--- src/rtl/i2c_stream_decoder.sv ---
// I2C bus monitor: filters SCL/SDA, decodes START/Sr/STOP/address/data into an
// event FIFO, and renders each event as ASCII characters for a downstream FIFO.
module i2c_stream_decoder #(
    parameter int         FILT_LEN      = 3,
    parameter int         EVT_DEPTH     = 16,
    parameter int         ADDR_MATCH_EN = 0,
    parameter logic [6:0] MATCH_ADDR    = 7'h50
) (
    input  logic       i_clk,
    input  logic       i_res,
    input  logic       i_i2c_scl,
    input  logic       i_i2c_sda,
    input  logic       i_wfull,
    input  logic       i_clr_ovf,
    output logic       o_wen,
    output logic [7:0] o_wdata,
    output logic       o_overflow,
    output logic       o_busy
);
    // state  | meaning
    // C_IDLE | bus free, waiting for START
    // C_ADDR | shifting the address byte
    // C_DATA | address accepted, shifting data bytes
    // C_SKIP | address rejected by the filter, waiting for START/STOP
    // F_IDLE | formatter has no event loaded
    // F_EMIT | formatter emitting characters of the loaded event
    typedef enum logic [1:0] {C_IDLE, C_ADDR, C_DATA, C_SKIP} cap_state_t;
    typedef enum logic {F_IDLE, F_EMIT} fmt_state_t;

    localparam int         AW        = $clog2(EVT_DEPTH);
    localparam logic [3:0] FILT_LOAD = 4'(FILT_LEN);
    localparam logic [1:0] EV_ADDR_S = 2'd0, EV_ADDR_SR = 2'd1, EV_DATA = 2'd2, EV_STOP = 2'd3;

    // index 1 = SCL, index 0 = SDA
    logic [1:0] raw, sync_a, sync_b, filt, filt_q;
    logic [3:0] fcnt [2];
    assign raw = {i_i2c_scl, i_i2c_sda};

    // filter counters count down the remaining differing samples before a change
    always_ff @(posedge i_clk or posedge i_res) begin
        if (i_res) begin
            sync_a <= 2'b11;
            sync_b <= 2'b11;
            filt   <= 2'b11;
            filt_q <= 2'b11;
            for (int i = 0; i < 2; i++) fcnt[i] <= FILT_LOAD;
        end else begin
            sync_a <= raw;
            sync_b <= sync_a;
            filt_q <= filt;
            for (int i = 0; i < 2; i++) begin
                if (sync_b[i] == filt[i]) begin
                    fcnt[i] <= FILT_LOAD;
                end else if (fcnt[i] == 4'd1) begin
                    filt[i] <= sync_b[i];
                    fcnt[i] <= FILT_LOAD;
                end else begin
                    fcnt[i] <= fcnt[i] - 4'd1;
                end
            end
        end
    end

    logic start_det, stop_det, bit_det;
    assign start_det = filt_q[1] & filt[1] & filt_q[0] & ~filt[0];
    assign stop_det  = filt_q[1] & filt[1] & ~filt_q[0] & filt[0];
    assign bit_det   = ~filt_q[1] & filt[1];

    cap_state_t  cap_state, cap_next;
    logic [3:0]  bit_cnt, bit_cnt_n;
    logic [7:0]  shreg, shreg_n;
    logic        kind_sr, kind_sr_n, push_q, push_n;
    logic [10:0] push_data_q, push_data_n;

    always_ff @(posedge i_clk or posedge i_res) begin
        if (i_res) begin
            cap_state   <= C_IDLE;
            bit_cnt     <= 4'd0;
            shreg       <= 8'h00;
            kind_sr     <= 1'b0;
            push_q      <= 1'b0;
            push_data_q <= 11'h000;
        end else begin
            cap_state   <= cap_next;
            bit_cnt     <= bit_cnt_n;
            shreg       <= shreg_n;
            kind_sr     <= kind_sr_n;
            push_q      <= push_n;
            push_data_q <= push_data_n;
        end
    end

    always_comb begin
        cap_next    = cap_state;
        bit_cnt_n   = bit_cnt;
        shreg_n     = shreg;
        kind_sr_n   = kind_sr;
        push_n      = 1'b0;
        push_data_n = push_data_q;
        if (start_det) begin
            cap_next  = C_ADDR;
            kind_sr_n = (cap_state != C_IDLE);
            bit_cnt_n = 4'd0;
        end else if (stop_det) begin
            if (cap_state == C_DATA) begin
                push_n      = 1'b1;
                push_data_n = {EV_STOP, 8'h00, 1'b0};
            end
            cap_next = C_IDLE;
        end else if (bit_det && (cap_state == C_ADDR || cap_state == C_DATA)) begin
            if (bit_cnt == 4'd8) begin
                bit_cnt_n = 4'd0;
                if (cap_state == C_DATA) begin
                    push_n      = 1'b1;
                    push_data_n = {EV_DATA, shreg, filt[0]};
                end else if (ADDR_MATCH_EN != 0 && shreg[7:1] != MATCH_ADDR) begin
                    cap_next = C_SKIP;
                end else begin
                    push_n      = 1'b1;
                    push_data_n = {(kind_sr ? EV_ADDR_SR : EV_ADDR_S), shreg, filt[0]};
                    cap_next    = C_DATA;
                end
            end else begin
                shreg_n   = {shreg[6:0], filt[0]};
                bit_cnt_n = bit_cnt + 4'd1;
            end
        end
    end

    logic [10:0] mem [EVT_DEPTH];
    logic [AW:0] wr_ptr, rd_ptr;
    logic        empty, full, pop, push_ok;
    assign empty   = (wr_ptr == rd_ptr);
    assign full    = (wr_ptr[AW] != rd_ptr[AW]) && (wr_ptr[AW-1:0] == rd_ptr[AW-1:0]);
    // a pop in the same cycle frees the slot the push needs
    assign push_ok = push_q && (!full || pop);

    always_ff @(posedge i_clk) begin
        if (push_ok) mem[wr_ptr[AW-1:0]] <= push_data_q;
    end

    always_ff @(posedge i_clk or posedge i_res) begin
        if (i_res) begin
            wr_ptr     <= '0;
            rd_ptr     <= '0;
            o_overflow <= 1'b0;
        end else begin
            if (push_ok) wr_ptr <= wr_ptr + 1'b1;
            if (pop)     rd_ptr <= rd_ptr + 1'b1;
            if (push_q && !push_ok) o_overflow <= 1'b1;
            else if (i_clr_ovf)     o_overflow <= 1'b0;
        end
    end

    fmt_state_t  fmt_state, fmt_next;
    logic [10:0] evt, evt_n;
    logic [3:0]  idx, idx_n, ev_len, j;
    logic [1:0]  ev_type;
    logic [7:0]  ev_byte, ch;
    logic        ev_ack, last;
    assign ev_type = evt[10:9];
    assign ev_byte = evt[8:1];
    assign ev_ack  = evt[0];

    function automatic logic [7:0] hex(input logic [3:0] n);
        return (n < 4'd10) ? 8'h30 + {4'h0, n} : 8'h37 + {4'h0, n};
    endfunction

    always_ff @(posedge i_clk or posedge i_res) begin
        if (i_res) begin
            fmt_state <= F_IDLE;
            evt       <= 11'h000;
            idx       <= 4'd0;
        end else begin
            fmt_state <= fmt_next;
            evt       <= evt_n;
            idx       <= idx_n;
        end
    end

    always_comb begin
        fmt_next = fmt_state;
        evt_n    = evt;
        idx_n    = idx;
        pop      = 1'b0;
        o_wen    = 1'b0;
        case (ev_type)
            EV_ADDR_S:  ev_len = 4'd8;
            EV_ADDR_SR: ev_len = 4'd9;
            EV_DATA:    ev_len = 4'd5;
            default:    ev_len = 4'd3;
        endcase
        last = (idx == ev_len - 4'd1);
        if (fmt_state == F_IDLE) begin
            if (!empty && !i_wfull) begin
                pop      = 1'b1;
                evt_n    = mem[rd_ptr[AW-1:0]];
                idx_n    = 4'd0;
                fmt_next = F_EMIT;
            end
        end else if (!i_wfull) begin
            o_wen = 1'b1;
            if (!last) begin
                idx_n = idx + 4'd1;
            end else if (!empty) begin
                pop   = 1'b1;
                evt_n = mem[rd_ptr[AW-1:0]];
                idx_n = 4'd0;
            end else begin
                fmt_next = F_IDLE;
            end
        end
    end

    // Sr prefix shifts the address-line layout right by one character
    always_comb begin
        ch = 8'h20;
        j  = (ev_type == EV_ADDR_SR && idx >= 4'd2) ? idx - 4'd1 : idx;
        case (ev_type)
            EV_ADDR_S, EV_ADDR_SR: begin
                if (ev_type == EV_ADDR_SR && idx == 4'd1) ch = "r";
                else case (j)
                    4'd0: ch = "S";
                    4'd2: ch = hex(ev_byte[7:4]);
                    4'd3: ch = hex(ev_byte[3:0]);
                    4'd4: ch = ev_byte[0] ? "R" : "W";
                    4'd6: ch = ev_ack ? "N" : "A";
                    default: ch = 8'h20;
                endcase
            end
            EV_DATA: case (idx)
                4'd0: ch = hex(ev_byte[7:4]);
                4'd1: ch = hex(ev_byte[3:0]);
                4'd3: ch = ev_ack ? "N" : "A";
                default: ch = 8'h20;
            endcase
            default: case (idx)
                4'd0: ch = "P";
                4'd1: ch = 8'h0D;
                default: ch = 8'h0A;
            endcase
        endcase
    end

    assign o_wdata = (fmt_state == F_EMIT) ? ch : 8'h00;
    assign o_busy  = !empty || (fmt_state == F_EMIT);
endmodule

--- config.mk ---
export PLATFORM = sky130hd
export DESIGN_NAME = i2c_stream_decoder
export DESIGN_NICKNAME = d
export VERILOG_FILES = /design/src/rtl/i2c_stream_decoder.sv
export SDC_FILE = /design/constraint.sdc
export NUM_CORES = 1
export LEC_CHECK = 0
export CAP_MARGIN = 20
export CORE_UTILIZATION = 45
export DETAILED_ROUTE_END_ITERATION = 12
export PLACE_DENSITY_LB_ADDON = 0.2
export RECOVER_POWER = 100
export SKIP_LAST_GASP = 1
export SYNTH_ARGS = -nofsm -noshare
export SYNTH_HDL_FRONTEND = slang
export SYNTH_SLANG_ARGS = --single-unit
--- constraint.sdc ---
create_clock -name i_clk -period 3.5 [get_ports i_clk]
set_input_delay 0.525 -clock i_clk [delete_from_list [all_inputs] [get_ports i_clk]]
set_output_delay 0.525 -clock i_clk [all_outputs]
set_load 0.1 [all_outputs]
==> results.ini, run 1 <==
[global_route]
grt_usage = 0.185
grt_overflow_total = 0
grt_max_degree = 48
antenna_found_initial = 0
grt_pass1_wl_um = 34500
first_global_vias = 6177

[die]
start_util = 0.460
core_mm2 = 0.0235
pin_count = 17
dieArea_mm2 = 0.0247
fp.dieH_um = 157
num_rows = 56
die_w_um = 157

[worst_setup_path]
cpPeakStageDelay_ns = 0.47
startpoint = idx[1]$_DFFE_PP0P_
regToRegStartpoint = evt[9]$_DFFE_PP0P_
setup.worst_path.end_class = output port
cp.arrival_ns = 2.87
worstSetupPathType = reg -> out
cp.buffers_inverters = 2
cp_slowest_cell = dfrtp_2
crit_required_ns = 2.97
crit_family = simple AND/OR/NAND/NOR gates
start_kind = register
worstPathMaxFanout = 8
crit_chain = ha_4, or3_1, a2111oi_4, buf_6, a22oi_1, or4_4, nand3_2, buf_12

[pwr]
combPwrFrac = 0.396
seqPwrFrac = 0.353
switching_power_mw = 3.84
peakVddDrop_uv = 987
pwr-share-clk = 0.251
leakagePower_nw = 4.22
cellPowerDensity_mw_per_mm2 = 835
intPower_mw = 6.47
swShare = 0.372

[placed_design]
pre_cts_slack_ns = 0.218
port_buffers = 15
hpwlAfterDp_um = 15000
gp_congestion = 0.861

[synth]
synth_ff_type = edfxtp_1
syn_area_mm2 = 0.0108
synth_top_cell_area_share = 0.488
ys_seq_area_frac = 0.651
synthTopCellsByArea = edfxtp_1 49%, dfrtp_1 13%, mux4_2 10%
syn-num-nets = 715
synthDistinctLibCells = 71
yosysTopAreaCell = edfxtp_1
ys_top_cells_by_count = 176 x edfxtp_1, 58 x dfrtp_1, 49 x mux4_2
yosys.cell_count.top_type = edfxtp_1
ys_ff_latch = 246
syn_avg_cell_area_um2 = 15.9
synth_cells = 683
ys_warn_count = 0
ys_async_sr_fraction = 0.285
synth_edf_count = 176

[cts]
clk_pin_slew_ns = 0.06
cts-root-buf = clkbuf_16
clockBufferDepth = 3
worst_skew_pair.late_latency_ns = 0.52
numCtsBuffers = 25
cts_tree = built
htree_levels = 1
ctsHoldBuffers = 0
clock_sinks = 246

[timing]
fmax_mhz = 294
setup_ws_ns = 0.100
finClkSkew_ns = 0.0115
fin_crit_ns = 3.40
maxSlewViolCount = 36
setup_violations = 0
relSlewSlack = -0.0116
tightest_slew_ns = 1.52
final-hold-violation-count = 0
period_share = 0.971
setup_tns_ns = 0
rsz0062_at_grt = no

[run_status]
status = finished, violations left
violations = max-capacitance violations, max-slew violations

[route]
vias = 5923
avgViaCountPerCell = 5.54
first_iter_violations = 353
first_pass_iters = 4
wl_um = 21900
ant_nets = 0
wl_per_cell_um = 20.4
drc = 0

[finish]
nets = 764
drive_above_1_share = 0.226
area_growth_pct = 14.0
num_antenna_cells = 0

[worst_hold_path]
worst_hold_path_type = reg -> reg
min-delay-start = sync_a[1]$_DFF_PP1_

[run]
maxCapViolCount = 1

==> final cells by class <==
class                           instances  area, µm²
Tap cell                              319        399
Clock buffer                           33        656
Inverter                               27        101
Multi-Input combinational cell        381       3580
Timing Repair Buffer                   51        400
Clock inverter                         13        148
Sequential cell                       246       7060
Fill cell                            1967      11200
==> final timing paths <==
kind	to	cells past startpoint	slack (ns)
min in group asynchronous	shreg[5]$_DFFE_PP0P_	2	0.90
hold / removal	sync_b[1]$_DFF_PP1_	0	0.36
hold reg to reg	sync_b[1]$_DFF_PP1_	0	0.36
max in group asynchronous	push_data_q[6]$_DFFE_PP0P_	3	0.94
setup / recovery	o_wdata[0]	8	0.10
setup reg to reg	mem[13][0]$_DFFE_PP_	10	0.35
==> kinds of logic after synthesis <==
logic type / synth area share
compound gates: 0.0702
other cells: 0.000346
buf+inv: 0.0240
mux: 0.136
xor+xnor: 0.0210
fa+ha+maj: 0.0300
simple gates: 0.0675
flops: 0.651
==> sequential cells by signal, summed over array words and instances, names as in the netlist <==
name and count:
bit_cnt 4, cap_state 2, evt 11, fcnt 8, filt 2, filt_q 2
fmt_state 1, idx 4, kind_sr 1, mem 176, o_overflow 1, push_data_q 11
push_q 1, rd_ptr 5, shreg 8, sync_a 2, sync_b 2, wr_ptr 5
==> cells in the final DEF (no fill, tap or decap), types with 21 or more instances in the layout <==
cell type  instances
ha_1              24
mux4_2            49
o21ai_0           35
clkbuf_1          21
edfxtp_1         176
clkbuf_16         25
nand2_1           44
nor2_1            29
dfrtp_1           54
inv_1             26
==> metal layers <==
metal / track usage / part of all wire / wire [µm] / vias up
li1: - / - / - / 2742
met1: 0.243 / 0.43 / 9490 / 3046
met2: 0.327 / 0.51 / 11200 / 110
met3: 0.0198 / 0.036 / 787 / 25
met4: 0.0536 / 0.017 / 374 / 0
met5: 0 / 0 / 0 / -
==> power groups by stage <==
stage	combinational [mW]	clock (mW)	sequential [mW]
2_1_floorplan	3.02	0	3.57
3_3_place_gp	4.05	0	3.68
3_5_place_dp	4.07	0	3.69
4_1_cts	4.15	2.65	3.64
5_1_grt	4.38	2.76	3.67
6_report	4.08	2.59	3.63
==> metrics by stage <==
stage	hold slack [ns]	std cells	instance area, µm²	util	total power, mW
after CTS	0.359	1064	12400	0.525	10.4
after global placement	0.350	1015	11500	0.490	7.73
after global routing	0.363	1070	12300	0.524	10.8
final	0.356	1070	12300	0.524	10.3
after detailed placement	0.347	1015	11500	0.490	7.77
after floorplan	0.345	683	10900	-	6.59
==> repair_timing <==
action                     4_1_cts  5_1_grt
setup endpoints to repair        7        7
pin swaps                        3        3
gates resized for setup          4       11
buffers inserted                 3        6
No activity file was read; power rests on OpenSTA's default activity.
==> inputs of run 2 (changes only) <==
- CTS_BUF_LIST: default -> sky130_fd_sc_hd__clkbuf_8
- HOLD_SLACK_MARGIN: default -> 0.02
==> results.ini, run 2 (synthesis results as in run 1) <==
[finish]
num_antenna_cells = 0  ; unchanged
finalInstanceArea_mm2 = 0.0123  ; -0.33%
nets = 778  ; +1.8%
layout_common_cells = 176 x edfxtp_1, 53 x dfrtp_1, 49 x mux4_2
area_growth_pct = 13.6
fillers = 1982  ; +0.76%
largest_reg_flops = 176  ; unchanged
final_common_cell = edfxtp_1
drive_above_1_share = 0.239  ; +0.0123

[pwr]
leakagePower_nw = 4.25  ; +0.70%
power_mw = 10.1  ; -2.1%
cellPowerDensity_mw_per_mm2 = 820  ; -1.8%
peakVddDrop_uv = 1170  ; +19%

[worst_setup_path]
setup.worst_path.end_class = output port
cp_slowest_cell = dfrtp_2
crit_family = compound AO/OA/AOI/OAI gates
rrSetupSlack_ns = 0.37  ; +0.02 ns
r2r-end = mem[13][1]$_DFFE_PP_
start_kind = register
cpPeakStageDelay_ns = 0.47  ; about the same
cp.arrival_ns = 2.84  ; -0.03 ns
crit_required_ns = 2.97  ; about the same
worstSetupPathDepth = 8  ; unchanged
reg2regPathDepth = 10  ; unchanged
crit_chain = ha_4, o311a_1, a21o_2, nor2_4, o221a_2, o21ai_0, a21boi_1, buf_12
setup.worst_path.end = o_wdata[6]
cp.buffers_inverters = 1  ; -1
regToRegStartpoint = evt[9]$_DFFE_PP0P_
worstPathMaxFanout = 9  ; +1
worstSetupPathType = reg -> out
startpoint = idx[1]$_DFFE_PP0P_

[die]
die_w_um = 157  ; unchanged
pin_count = 17  ; unchanged
fp.dieH_um = 157  ; unchanged
dieArea_mm2 = 0.0247  ; unchanged
start_util = 0.460  ; unchanged
core_mm2 = 0.0235  ; unchanged
num_rows = 56  ; unchanged

[placed_design]
port_buffers = 15  ; unchanged
dpl_cell_area_mm2 = 0.0115  ; unchanged
gp_congestion = 0.861  ; unchanged
pre_cts_slack_ns = 0.218  ; unchanged
hpwlAfterDp_um = 15000  ; unchanged

[global_route]
grt_usage = 0.188  ; +0.00259
grt_overflow_total = 0  ; unchanged
antenna_found_initial = 0  ; unchanged
grt_max_degree = 48  ; unchanged
grt_pass1_wl_um = 34800  ; +0.80%
first_global_vias = 6282  ; +1.7%

[timing]
maxSlewViolCount = 36  ; unchanged
fmax_mhz = 297  ; +1.1%
final-hold-violation-count = 0  ; unchanged
setup_violations = 0  ; unchanged
relSlewSlack = -0.0187  ; -0.00711
period_share = 0.960  ; -0.0109
finClkSkew_ns = 0.0240  ; +0.0125 ns
tightest_slew_ns = 1.53  ; +0.0107 ns
setup_tns_ns = 0  ; unchanged
hold_slack_ns = 0.356  ; -0.000188 ns
setup_ws_ns = 0.138  ; +0.0382 ns
fin_crit_ns = 3.36  ; -0.0382 ns

[route]
avgViaCountPerCell = 5.52  ; -0.21%
first_pass_iters = 5  ; +1
ant_nets = 0  ; unchanged
wl_um = 22100  ; +1.1%
vias = 6043  ; +2.0%
drc = 0  ; unchanged
wl_per_cell_um = 20.2  ; -1.1%
first_iter_violations = 303  ; -14%

[cts]
clock_sinks = 246  ; unchanged
cts-root-buf = clkbuf_8
numCtsBuffers = 39  ; +56%
ctsHoldBuffers = 0  ; unchanged
htree_levels = 2  ; +1
clockBufferDepth = 3  ; unchanged
worst_skew_pair.late_latency_ns = 0.53  ; about the same
cts_tree = built
clk_pin_slew_ns = 0.06  ; about the same

[run_status]
status = finished, violations left
violations = max-capacitance violations, max-slew violations

[worst_hold_path]
worst_hold_path_type = reg -> reg

[run]
maxCapViolCount = 1  ; unchanged

## run 2: worst min path at each step
| stage | start | to | slack, ns | cells after the start |
|---|---|---|---|---|
| final | sync_a[1]$_DFF_PP1_ | sync_b[1]$_DFF_PP1_ | 0.36 | 0 |
| after global routing | sync_a[1]$_DFF_PP1_ | sync_b[1]$_DFF_PP1_ | 0.36 | 0 |
| after CTS | sync_a[1]$_DFF_PP1_ | sync_b[1]$_DFF_PP1_ | 0.36 | 0 |
| after detailed placement | sync_a[1]$_DFF_PP1_ | sync_b[1]$_DFF_PP1_ | 0.35 | 0 |
| after global placement | sync_a[1]$_DFF_PP1_ | sync_b[1]$_DFF_PP1_ | 0.35 | 0 |
| after floorplan | sync_a[0]$_DFF_PP1_ | sync_b[0]$_DFF_PP1_ | 0.35 | 0 |
## run 2: power by group
| part | internal (mW) | total [mW] | switching (mW) |
|---|---|---|---|
| clock network | 1.18 | 2.25 | 1.07 |
| registers | 3.36 | 3.64 | 0.281 |
| logic | 1.67 | 4.20 | 2.53 |
| total | 6.21 | 10.1 | 3.88 |
## run 2: cell type report
class                           count  area, µm²  share of cell area
Sequential cell                   246       7060               0.574
Multi-Input combinational cell    381       3580               0.291
Inverter                           27        101             0.00824
Clock buffer                       42        578              0.0470
Tap cell                          319        399              0.0324
Clock inverter                     28        146              0.0119
Timing Repair Buffer               51        437              0.0355
## run 2: metrics by stage
stage,instances,utilization
after floorplan,683,-
after global placement,1015,0.490
after global routing,1094,0.523
after CTS,1088,0.522
after detailed placement,1015,0.490
final,1094,0.523
## run 2: layer usage
layer	track usage	part of all wire	wire [µm]
met3	0.0325	0.043	942
met4	0.0592	0.022	495
met5	0	0	0
met1	0.240	0.43	9560
met2	0.328	0.50	11100
## run 2: what timing repair did
item / CTS / global route
setup endpoints to repair: 7 / 7
resized for setup: 4 / 12
pin swaps: 3 / 4
buffers inserted: 3 / 6
